**config.mk**
```make
export PLATFORM = sky130hd
export DESIGN_NAME = mux_n_1_pipe_flat
export DESIGN_NICKNAME = d
export VERILOG_FILES = /design/src/rtl/mux_n_1_pipe_if.sv /design/src/rtl/mux_n_1_pipe.sv /design/src/flat_wrapper.sv
export SDC_FILE = /design/constraint.sdc
export NUM_CORES = 1
export LEC_CHECK = 0
export CORE_MARGIN = 2
export CORE_UTILIZATION = 45
export CTS_CLUSTER_DIAMETER = 120
export DETAILED_ROUTE_END_ITERATION = 8
export PLACE_DENSITY = 0.82
export SLEW_MARGIN = 20
export SYNTH_ARGS = -nofsm -noshare
export SYNTH_HDL_FRONTEND = slang
export SYNTH_SLANG_ARGS = --single-unit
```
**constraint.sdc**
```tcl
create_clock -name clk -period 7.2 [get_ports clk]
set_clock_uncertainty 0.2 [all_clocks]
set_input_delay 1.44 -clock clk [delete_from_list [all_inputs] [get_ports clk]]
set_output_delay 1.44 -clock clk [all_outputs]
set_load 0.005 [all_outputs]
```
**src/rtl/mux_n_1_pipe_if.sv**
```systemverilog
// Handshake bundle between N producer channels, the selector and one consumer.
// master = side driving the inputs and consuming the output; slave = the selector.
interface mux_n_1_pipe_if #(
    parameter int WIDTH    = 4,
    parameter int CHANNELS = 8,
    parameter int SEL_W    = 3
);
    logic [CHANNELS*WIDTH-1:0] in_data;
    logic [CHANNELS-1:0]       in_valid;
    logic [CHANNELS-1:0]       in_ready;
    logic [WIDTH-1:0]          out_data;
    logic [SEL_W-1:0]          out_chan;
    logic                      out_valid;
    logic                      out_ready;

    modport master (
        output in_data, in_valid, out_ready,
        input  in_ready, out_data, out_chan, out_valid
    );

    modport slave (
        input  in_data, in_valid, out_ready,
        output in_ready, out_data, out_chan, out_valid
    );
endinterface

```
**src/rtl/mux_n_1_pipe.sv**
```systemverilog
// N:1 channel selector, fixed-select or round-robin, with one registered output stage.
// Data is picked with a one-hot AND-OR so unselected (possibly X) channels never leak.
module mux_n_1_lane #(
    parameter int WIDTH = 4
) (
    input  logic             gnt,
    input  logic             can_accept,
    input  logic [WIDTH-1:0] data,
    output logic             ready,
    output logic [WIDTH-1:0] data_m
);
    assign ready  = gnt & can_accept;
    assign data_m = data & {WIDTH{gnt}};
endmodule

module mux_n_1_pipe #(
    parameter int WIDTH    = 4,
    parameter int CHANNELS = 8,
    parameter int SEL_W    = 3
) (
    input  logic             clk,
    input  logic             rst_n,
    input  logic             mode,
    input  logic [SEL_W-1:0] sel,
    mux_n_1_pipe_if.slave    bus
);
    typedef struct packed {
        logic [WIDTH-1:0] data;
        logic [SEL_W-1:0] chan;
    } out_t;

    out_t                            out_q;
    logic                            out_vld;
    logic                            xfer;
    logic                            can_accept;
    logic [SEL_W-1:0]                rr_ptr;
    logic [SEL_W-1:0]                rr_nxt;
    logic [CHANNELS-1:0]             rot;
    logic                            rr_hit;
    logic [SEL_W-1:0]                rr_off;
    logic [SEL_W:0]                  rr_sum;
    logic [SEL_W-1:0]                rr_idx;
    logic                            fx_hit;
    logic                            gnt_vld;
    logic [SEL_W-1:0]                gnt_idx;
    logic [CHANNELS-1:0]             gnt_oh;
    logic [CHANNELS-1:0]             rdy;
    logic [CHANNELS-1:0][WIDTH-1:0]  data_m;
    logic [WIDTH-1:0]                data_sel;

    assign can_accept = !out_vld || bus.out_ready;

    // Rotate valids so bit 0 is rr_ptr, take the lowest hit, then rotate the offset back.
    always_comb begin
        rot    = CHANNELS'({bus.in_valid, bus.in_valid} >> rr_ptr);
        rr_hit = 1'b0;
        rr_off = '0;
        for (int k = CHANNELS - 1; k >= 0; k--) begin
            if (rot[k]) begin
                rr_hit = 1'b1;
                rr_off = SEL_W'(k);
            end
        end
        rr_sum = {1'b0, rr_ptr} + {1'b0, rr_off};
        if (rr_sum >= (SEL_W+1)'(CHANNELS))
            rr_sum = rr_sum - (SEL_W+1)'(CHANNELS);
        rr_idx = rr_sum[SEL_W-1:0];
    end

    // Out-of-range sel matches no channel, so it can never grant.
    always_comb begin
        fx_hit = 1'b0;
        for (int i = 0; i < CHANNELS; i++) begin
            if (sel == SEL_W'(i) && bus.in_valid[i])
                fx_hit = 1'b1;
        end
    end

    assign gnt_vld = mode ? rr_hit : fx_hit;
    assign gnt_idx = mode ? rr_idx : sel;
    assign xfer    = gnt_vld & can_accept;
    assign rr_nxt  = (gnt_idx == SEL_W'(CHANNELS - 1)) ? '0 : gnt_idx + SEL_W'(1);

    genvar g;
    generate
        for (g = 0; g < CHANNELS; g++) begin : g_lane
            assign gnt_oh[g] = gnt_vld && (gnt_idx == SEL_W'(g));
            mux_n_1_lane #(.WIDTH(WIDTH)) u_lane (
                .gnt        (gnt_oh[g]),
                .can_accept (can_accept),
                .data       (bus.in_data[g*WIDTH +: WIDTH]),
                .ready      (rdy[g]),
                .data_m     (data_m[g])
            );
        end
    endgenerate

    always_comb begin
        data_sel = '0;
        for (int i = 0; i < CHANNELS; i++)
            data_sel = data_sel | data_m[i];
    end

    always_ff @(posedge clk or negedge rst_n) begin
        if (!rst_n) begin
            out_vld <= 1'b0;
            out_q   <= '0;
            rr_ptr  <= '0;
        end else begin
            out_vld <= xfer | (out_vld & ~bus.out_ready);
            if (xfer) begin
                out_q.data <= data_sel;
                out_q.chan <= gnt_idx;
                if (mode)
                    rr_ptr <= rr_nxt;
            end
        end
    end

    assign bus.in_ready  = rdy;
    assign bus.out_data  = out_q.data;
    assign bus.out_chan  = out_q.chan;
    assign bus.out_valid = out_vld;
endmodule
```
**src/flat_wrapper.sv**
```systemverilog
// flat-port wrapper written by rule: the top's interface ports become plain ports
module mux_n_1_pipe_flat 
#(
    parameter int WIDTH    = 4,
    parameter int CHANNELS = 8,
    parameter int SEL_W    = 3
)
  (clk, rst_n, mode, sel, bus_in_data, bus_in_valid, bus_out_ready, bus_in_ready, bus_out_data, bus_out_chan, bus_out_valid);
  mux_n_1_pipe_if #(.WIDTH(WIDTH), .CHANNELS(CHANNELS), .SEL_W(SEL_W)) bus_i ();
  input  logic clk;
  input  logic rst_n;
  input  logic mode;
  input  logic [SEL_W-1:0] sel;
  input wire logic [$bits(bus_i.in_data)-1:0] bus_in_data;
  input wire logic [$bits(bus_i.in_valid)-1:0] bus_in_valid;
  input wire logic [$bits(bus_i.out_ready)-1:0] bus_out_ready;
  output wire logic [$bits(bus_i.in_ready)-1:0] bus_in_ready;
  output wire logic [$bits(bus_i.out_data)-1:0] bus_out_data;
  output wire logic [$bits(bus_i.out_chan)-1:0] bus_out_chan;
  output wire logic [$bits(bus_i.out_valid)-1:0] bus_out_valid;
  assign bus_i.in_data = bus_in_data;
  assign bus_i.in_valid = bus_in_valid;
  assign bus_i.out_ready = bus_out_ready;
  assign bus_in_ready = bus_i.in_ready;
  assign bus_out_data = bus_i.out_data;
  assign bus_out_chan = bus_i.out_chan;
  assign bus_out_valid = bus_i.out_valid;
  mux_n_1_pipe #(.WIDTH(WIDTH), .CHANNELS(CHANNELS), .SEL_W(SEL_W)) u_core (.clk(clk), .rst_n(rst_n), .mode(mode), .sel(sel), .bus(bus_i));
endmodule
```
Word level (Yosys, flattened, before mapping). Index checks and enable logic that the tools add are counted.

Register bits after elaboration: 11. Input bits: 47. Output and inout port bits: 16. Word-level logic and storage cells: 99.

Add/sub/neg operators: 3. Order comparisons: 1. Eq/ne operators: 14. Shifts and indexed selects: 1. Multiplexer cells: 28. Bitwise operators: 27. Reduce and logical (&&, ||, !) cells: 21.

Operator list (count): $mux W3 (11); $and A4 B4 Y4 (8); $or A4 B4 Y4 (7); $eq A3 B3 Y1 const B (8); $mux W1 (17); $logic_and A1 B1 Y1 (16); $shr A16 B3 Y8 (1); $eq A3 B2 Y1 const B (4); $and A1 B1 Y1 (10); $eq A3 B1 Y1 const B (2); $logic_not A3 Y1 (2); $add A3 B3 Y4 (1); $ge A4 B4 Y1 const B (1); $add A3 B1 Y3 const B (1); $sub A3 B1 Y3 const B (1); $reduce_and A2 Y1 (1); $logic_not A1 Y1 (1); $logic_or A1 B1 Y1 (1); $not A1 Y1 (1); $or A1 B1 Y1 (1).

Depth between registers and ports, before layout. Gate-level depths: netlist of the first run.

Depth after elaboration: 23. Depth in mapped cells: 21.

Hierarchy. A second synthesis of the first run with hierarchy kept.

Cells, all modules: 198. Area, all modules: 1721.7 um^2.

By module, submodules not included: mux_n_1_pipe (times used 1, cells each 158, area an instance 1471.4 um^2); mux_n_1_lane (times used 8, cells each 5, area an instance 31.3 um^2).

Worst setup path after synthesis of the first run. Ideal clock, no wire load.

Kind: input to output. From: in bus_in_valid[1]. To: out bus_in_ready[7]. Arrival time: 4.476 ns. Path slack: 1.084 ns. Stages: 18. Path buffers: 2. Cell sequence: buf_2 > or3b_1 > o21a_1 > a21oi_1 > a21o_1 > a221oi_1 > o221ai_1 > mux2_2 > ha_1 > inv_1 > fa_1 > xnor2_1 > xnor2_1 > a21o_1 > inv_1 > ha_1 > and3_1 > buf_4.

Cells in the longest elaborated chain, start to end: 16. Elaborated cells on any way between the ends: 34.

RTL lines: start: declaration (line flat_wrapper.sv:15) `input wire logic [$bits(bus_i.in_valid)-1:0] bus_in_valid;`; $shr A16 B3 Y8 (*) (line mux_n_1_pipe.sv:55) `rot = CHANNELS'({bus.in_valid, bus.in_valid} >> rr_ptr);`; $mux W3 (7 in series) (line mux_n_1_pipe.sv:59) `if (rot[k]) begin`; $mux W3 (*) (line mux_n_1_pipe.sv:59); $add A3 B3 Y4 (*) (line mux_n_1_pipe.sv:64) `rr_sum = {1'b0, rr_ptr} + {1'b0, rr_off};`; $ge A4 B4 Y1 or $sub A3 B1 Y3 (tied branches) (line mux_n_1_pipe.sv:65, mux_n_1_pipe.sv:66); $mux W3 (*) (line mux_n_1_pipe.sv:65) `if (rr_sum >= (SEL_W+1)'(CHANNELS))`; $mux W3 (*) (line mux_n_1_pipe.sv:80) `assign gnt_idx = mode ? rr_idx : sel;`; via u_core.gnt_idx[2] (line mux_n_1_pipe.sv:45) `logic [SEL_W-1:0] gnt_idx;`; $eq A3 B3 Y1 (*) (line mux_n_1_pipe.sv:87) `assign gnt_oh[g] = gnt_vld && (gnt_idx == SEL_W'(g));`; $logic_and A1 B1 Y1 (*) (line mux_n_1_pipe.sv:87); $and A1 B1 Y1 (*) (line mux_n_1_pipe.sv:12) `assign ready = gnt & can_accept;`; end: declaration (line flat_wrapper.sv:17) `output wire logic [$bits(bus_i.in_ready)-1:0] bus_in_ready;`.

Mark *: on every way through the listed nets, which the timed path passes. The rest lies on a longest branch.

Worst setup path after layout of the first run.
From: in bus_in_valid[4]. To: out bus_in_ready[3].

Cells in the longest elaborated chain, start to end: 16. Elaborated cells on any way between the ends: 31.

RTL lines (line): $shr A16 B3 Y8 (*) (mux_n_1_pipe.sv:55); $mux W3 (7 in series) (mux_n_1_pipe.sv:59); $mux W3 (*) (mux_n_1_pipe.sv:59); $add A3 B3 Y4 (*) (mux_n_1_pipe.sv:64); $ge A4 B4 Y1 or $sub A3 B1 Y3 (tied branches) (mux_n_1_pipe.sv:65, mux_n_1_pipe.sv:66); $mux W3 (*) (mux_n_1_pipe.sv:65); $mux W3 (*) (mux_n_1_pipe.sv:80); via u_core.gnt_idx[1] (mux_n_1_pipe.sv:45); $eq A3 B2 Y1 (*) (mux_n_1_pipe.sv:87); $logic_and A1 B1 Y1 (*) (mux_n_1_pipe.sv:87); $and A1 B1 Y1 (*) (mux_n_1_pipe.sv:12).

Marks and branches as above.

==> flow_summary.yaml, run 1 <==
run_status:
  status: "completed"
clock_network:
  cts.htree.levels: 1
  cts-hold-fix-buffers: 0
  cts_buffers: 3
  cts.clk_slew.worst_paths_ps: 50
  clock_path_buffers: 2
  root_buffer: "clkbuf_8"
  cts.sinks: 11
  cts_setup_buffers: 0
  cts_tree: "done"
  clkLatencyLatePin_ps: 240
layout:
  num_antenna_cells: 0
  stdcell_count: 322
  layout_common_cells: "clkdlybuf4s50_1, nand2_1, buf_4"
  fillers: 326
  fin_nets: 330
  postLayoutCellArea_sq_mm: 0.00242
  area_delta_synth_final_pct: 43.9
  final_common_cell: "clkdlybuf4s50_1"
  drive_above_1_share_pct: 13.9
floorplanning:
  ioPinCount: 63
  fp.coreArea_sq_mm: 0.00363
  initial_core_util_pct: 46.2
  die_x_um: 65.1
  placementRows: 22
  die-area_sq_mm: 0.00424
  die_y_um: 65.1
logic_synthesis:
  syn_inst: 216
  yosysWarnings: 0
  syn_area_sq_mm: 0.00168
  syn_nets: 271
  synthArstFlopShare_pct: 100
  synth_enable_flop_cells: 0
  ys_types: 54
  synth_area_per_cell_sq_um: 7.77
  yosysSeqAreaShare_pct: 16.4
  ys_ff_latch: 11
  ys.flop_type: "dfrtp_1"
routing:
  viasPerCell: 5.88
  route.antenna.remaining_nets: 0
  drtIter0Drc: 126
  first_pass_iters: 5
  totalWireLength_mm: 5.04
  drc: 0
  num_vias: 1892
  route.detailed.wl_per_inst_um: 15.6
global_route:
  grt_pass1_wl_mm: 7.66
  grt_start_max_net_pins: 31
  track_usage_pct: 22.8
  antenna_found_initial: 0
  grt_pass1_vias: 1652
  overflow: 0
setup_path:
  cp_max_fo: 5
  critPathMaxStageDelay_ps: 540
  cp-endpoint: "bus_in_ready[3]"
  crit_start: "bus_in_valid[4]"
  path_class: "in2out"
  r2r_end: "u_core.bus.out_data[0]"
  crit_top_cell: "inv_1"
  rr_startpoint: "u_core.rr_ptr[0]"
  r2r_cells: 19
  critPathRequiredTime_ps: 5560
  start_kind: "input port"
  critPathCaptureType: "output port"
  arrival_ps: 5290
  cp_cell_sequence: "clkdlybuf4s50_1 -> nor2_1 -> a21oi_2 -> nand2_1 -> a22o_1 -> a221oi_1 -> o221ai_1 -> mux2_2 -> ha_1 -> inv_1 -> fa_1 -> inv_1 -> mux2i_1 -> inv_1 -> ha_1 -> ha_2 -> and3_1 -> clkdlybuf4s50_1"
  rrSetupSlack_ps: 2210
  slowest_stage: "clkdlybuf4s50_1"
placed_design:
  numPortBuffers: 62
  hpwl_mm: 4.01
  dpl_cell_area_sq_mm: 0.00233
  gp_congestion: 0.919
  placed_cells: 318
  pre_cts_ws_ps: 260
sta:
  drv_slew: 0
  clock.fmax_mhz: 144
  layout_min_cycle_time_ps: 6930
  setup_ws_ps: 271
  hold_viol: 0
  setup_viol_count_final: 0
  worst_slew_pin_slew_ps: 908
  maxSlewHeadroom_pct: 39.5
  finalCritPeriodShare_pct: 96.2
flow_run:
  max_cap_viol_count: 0
power_and_ir_drop:
  power.density_mw_per_mm2: 344
  vdd_ir_drop_max_mv: 0.314
  leakage_uw: 0.000985
hold_path:
  hp-class: "reg2reg"
  min_from: "u_core.bus.out_chan[2]"
## registers in the layout, indices dropped and copies added, names as in the netlist
signal,cells
u_core.bus.out_chan,3
u_core.bus.out_data,4
u_core.bus.out_valid,1
u_core.rr_ptr,3
## synthesized netlist by cell type, types with 2 or more instances
library cell  instances  area [sq um]
nand2_1              24          90.1
and3_1                5          31.3
inv_1                10          37.5
nand3b_1              2          15.0
o221ai_1              3          26.3
nor3_1                2          10.0
o22a_1                2          17.5
a21o_1                5          37.5
mux4_2                2          45.0
and2b_1               2          15.0
nor2b_1               5          31.3
o22ai_1               5          31.3
a22o_1                3          26.3
a21oi_1              10          50.1
dfrtp_1              11           275
o32a_1                2          20.0
buf_1                 3          11.3
mux2_2                2          22.5
nor4_2                2          25.0
a222oi_1              4          40.0
o21ai_0              12          60.1
o31ai_1               3          22.5
o21a_1                3          22.5
nor2_1               10          37.5
a221oi_1              2          17.5
xnor2_1               2          17.5
mux2i_1               5          50.1
clkbuf_1              4          15.0
a22oi_1               8          60.1
and2_1                7          43.8
nand3_1               8          40.0
buf_4                 8          60.1
a31oi_1               3          18.8
ha_1                  7          87.6
nand4_1               3          18.8
nand2b_1              4          25.0
a31oi_2               2          25.0
buf_2                 5          25.0
## report_power, final
| group | switching (uW) | internal, uW |
|---|---|---|
| Sequential | 61.1 | 89.4 |
| Clock | 23.3 | 38.0 |
| Combinational | 304 | 316 |
## cell families after synthesis
kind of cell    Yosys count  synth area share (%)
compound gates           71                  30.7
flops                    11                  16.4
xor+xnor                  3                  1.57
simple gates             82                  27.0
mux                      10                  8.35
buf+inv                  31                  9.54
fa+ha+maj                 8                  6.41
## repair_timing
item,CTS,global route
endpoints found under the hold margin,0,0
setup endpoints to repair,0,7
gates resized for setup,0,8
## per-layer routing
layer  routed length, um  track usage (%)  vias to the layer above
li1                    -                -                      925
met1                2200             31.8                      876
met2                2420             37.9                       91
met3                 417             3.13                        0
met4                   0             4.17                        0
met5                   0                0                        -
## final cells by class
class / count / area [sq um] / area share [%]
clock inverters: 1 / 5.00 / 0.207
multi-input cells: 174 / 1280 / 52.9
repair buffers: 75 / 718 / 29.7
clock buffers: 3 / 41.3 / 1.71
well taps: 48 / 60.1 / 2.49
inverters: 10 / 37.5 / 1.55
flip-flops and latches: 11 / 275 / 11.4
## worst min path at each step
stage,slack (ps),to,cells past startpoint
CTS,290,u_core.bus.out_chan[2],1
global placement,270,u_core.bus.out_chan[2],1
finish,280,u_core.bus.out_chan[2],1
detailed placement,270,u_core.bus.out_chan[2],1
floorplan,270,u_core.bus.out_chan[0],2
global route,290,u_core.bus.out_chan[2],1
## worst max-delay path, delay by kind of cell
kind / cells / cell delay [ps]
adders and majority gates: 4 / 990
AOI/OAI and AO/OA: 4 / 860
buffers and inverters: 5 / 1290
and+or+nand+nor: 3 / 310
muxes: 2 / 410
## through the flow
stage	setup TNS, ps	hold slack [ps]	utilization [%]	total power [uW]
after floorplan	0	273	-	541
after global placement	0	272	64.3	730
after detailed placement	0	274	64.3	742
after CTS	0	285	65.5	808
after global routing	-66.4	292	66.5	903
final	0	282	66.5	832
Power figures use the tool's default switching activity.
==> inputs of run 2 (changes only) <==
--- a/config.mk
+++ b/config.mk
@@ -9,7 +9,7 @@
 export CORE_UTILIZATION = 45
 export CTS_CLUSTER_DIAMETER = 120
 export DETAILED_ROUTE_END_ITERATION = 8
-export PLACE_DENSITY = 0.82
+export PLACE_DENSITY = 0.81
 export SLEW_MARGIN = 20
 export SYNTH_ARGS = -nofsm -noshare
 export SYNTH_HDL_FRONTEND = slang
==> run 2 against run 1 <==
Via count shrank 2.1%; clock power fell by 2%; critical path depth is the same; register-to-register slack gained 130 ps; worst setup slack gained 53 ps; first-iteration DRC count down 23%; cell area decreased by 1.1%; final cell count shrank 0.62%; power fell by 1.3%; critical endpoint is now bus_in_ready[0]; largest cell class unchanged; largest power group unchanged.
==> flow_summary.yaml, run 2 (same netlist as run 1, synthesis figures left out) <==
run_status:
  status: "completed"
clock_network:
  cts.htree.levels: 1
  cts-hold-fix-buffers: 0
  clkLatencyLatePin_ps: 240
  cts.clk_slew.worst_paths_ps: 50
  cts_setup_buffers: 0
  clock_path_buffers: 2
  cts.sinks: 11
  cts_tree: "done"
  cts_buffers: 3
  root_buffer: "clkbuf_8"
routing:
  drtIter0Drc: 97
  viasPerCell: 5.79
  totalWireLength_mm: 4.93
  route.antenna.remaining_nets: 0
  num_vias: 1853
  drc: 0
  route.detailed.wl_per_inst_um: 15.4
  first_pass_iters: 4
flow_run:
  max_cap_viol_count: 0
setup_path:
  critPathMaxStageDelay_ps: 500
  path_class: "in2out"
  arrival_ps: 5240
  critPathBufInv: 3
  cp_max_fo: 5
  critPathCaptureType: "output port"
  cp_cell_sequence: "clkdlybuf4s50_1 -> and2b_1 -> a21oi_1 -> nand2_1 -> o211ai_1 -> o21ai_0 -> o221ai_1 -> mux2_2 -> ha_1 -> inv_1 -> fa_1 -> xor2_1 -> nand2_1 -> o22ai_2 -> a31oi_2 -> nor2_2 -> and2_1 -> clkdlybuf4s50_1"
  start_kind: "input port"
  crit_family: "compound AO/OA/AOI/OAI gates"
  critPathRequiredTime_ps: 5560
  slowest_stage: "clkdlybuf4s50_1"
sta:
  finalCritPeriodShare_pct: 95.5
  hold_viol: 0
  fin_setup_tns_ps: 0
  drv_slew: 0
  layout_min_cycle_time_ps: 6880
  setup_viol_count_final: 0
  maxSlewHeadroom_pct: 44.9
  clock.fmax_mhz: 145
  rsz0062_at_grt: "no"
  worst_slew_pin_slew_ps: 827
layout:
  final_common_cell: "clkdlybuf4s50_1"
  num_antenna_cells: 0
  ff_latch_area_sq_um: 275
  layout_common_cells: "clkdlybuf4s50_1, nand2_1, o21ai_0"
  stdcell_count: 320
  fin_util_pct: 65.8
  area_delta_synth_final_pct: 42.3
  fillers: 330
  fin_nets: 328
  largest_reg_flops: 4
  drive_above_1_share_pct: 12.1
  postLayoutCellArea_sq_mm: 0.00239
  multi_input_area_sq_mm: 0.00126
floorplanning:
  die_x_um: 65.1
  initial_core_util_pct: 46.2
  placementRows: 22
  die-area_sq_mm: 0.00424
  die_y_um: 65.1
  ioPinCount: 63
  fp.coreArea_sq_mm: 0.00363
global_route:
  antenna_found_initial: 0
  grt_use_met1_pct: 33.4
  grt_pass1_vias: 1662
  grt_start_max_net_pins: 31
  track_usage_pct: 23.4
  busiest_layer: "met2"
  use_met2_pct: 38.5
  overflow: 0
  grt_pass1_wl_mm: 7.90
  grtUsageMet3_pct: 3.30
placed_design:
  hpwl_mm: 4.04
  placed_cells: 316
  numPortBuffers: 62
  dpl_cell_area_sq_mm: 0.00232
  gp_congestion: 0.909
power_and_ir_drop:
  clkPwrFrac_pct: 7.3
  vdd_ir_drop_max_mv: 0.245
  internal_power_uw: 438
  switching_share_pct: 46.6
  power.density_mw_per_mm2: 343
  leakage_uw: 0.000992
  power.switching_uw: 382
  comb_power_share_pct: 74.8
  p_seq_share_pct: 17.9
hold_path:
  hp-class: "reg2reg"
run 2: per-layer routing:
metal	wire, um	vias to the layer above
met5	0	-
met4	23	0
met3	281	6
met2	2350	54
met1	2280	875
li1	-	918
run 2: area by class of cell:
cell class / instances / share of cell area (%)
clock buffers: 3 / 1.73
clock inverters: 1 / 0.209
flip-flops and latches: 11 / 11.5
well taps: 48 / 2.51
multi-input cells: 174 / 52.7
inverters: 10 / 1.57
repair buffers: 73 / 29.7
run 2: timing repair:
action / in CTS / in global routing
setup endpoints to repair: 0 / 8
resized for setup: 0 / 8
endpoints found under the hold margin: 0 / 0
run 2: worst paths after layout:
check / start / endpoint / slack [ps] / depth (start not counted)
min in group asynchronous: rst_n / u_core.bus.out_data[3] / 1320 / 1
hold reg to reg: u_core.bus.out_chan[2] / u_core.bus.out_chan[2] / 290 / 1
setup / recovery: bus_in_valid[2] / bus_in_ready[0] / 320 / 18
max in group asynchronous: rst_n / u_core.rr_ptr[0] / 5160 / 1
hold / removal: u_core.bus.out_chan[2] / u_core.bus.out_chan[2] / 290 / 1
setup reg to reg: u_core.rr_ptr[0] / u_core.bus.out_data[0] / 2340 / 19
run 2: power by group through the flow:
stage	clock network, uW	logic [uW]	registers [uW]
2_1_floorplan	0	435	106
3_3_place_gp	0	592	144
3_5_place_dp	0	601	145
4_1_cts	61.7	605	144
5_1_grt	64.7	678	154
6_report	60.1	614	146
run 2: through the flow:
stage                     hold WS (ps)  setup WS (ps)  total power, uW
final                              286            324              821
after global routing               296           32.2              896
after CTS                          295           23.5              810
after detailed placement           284           42.3              746
after global placement             282            158              737
after floorplan                    273           1080              541
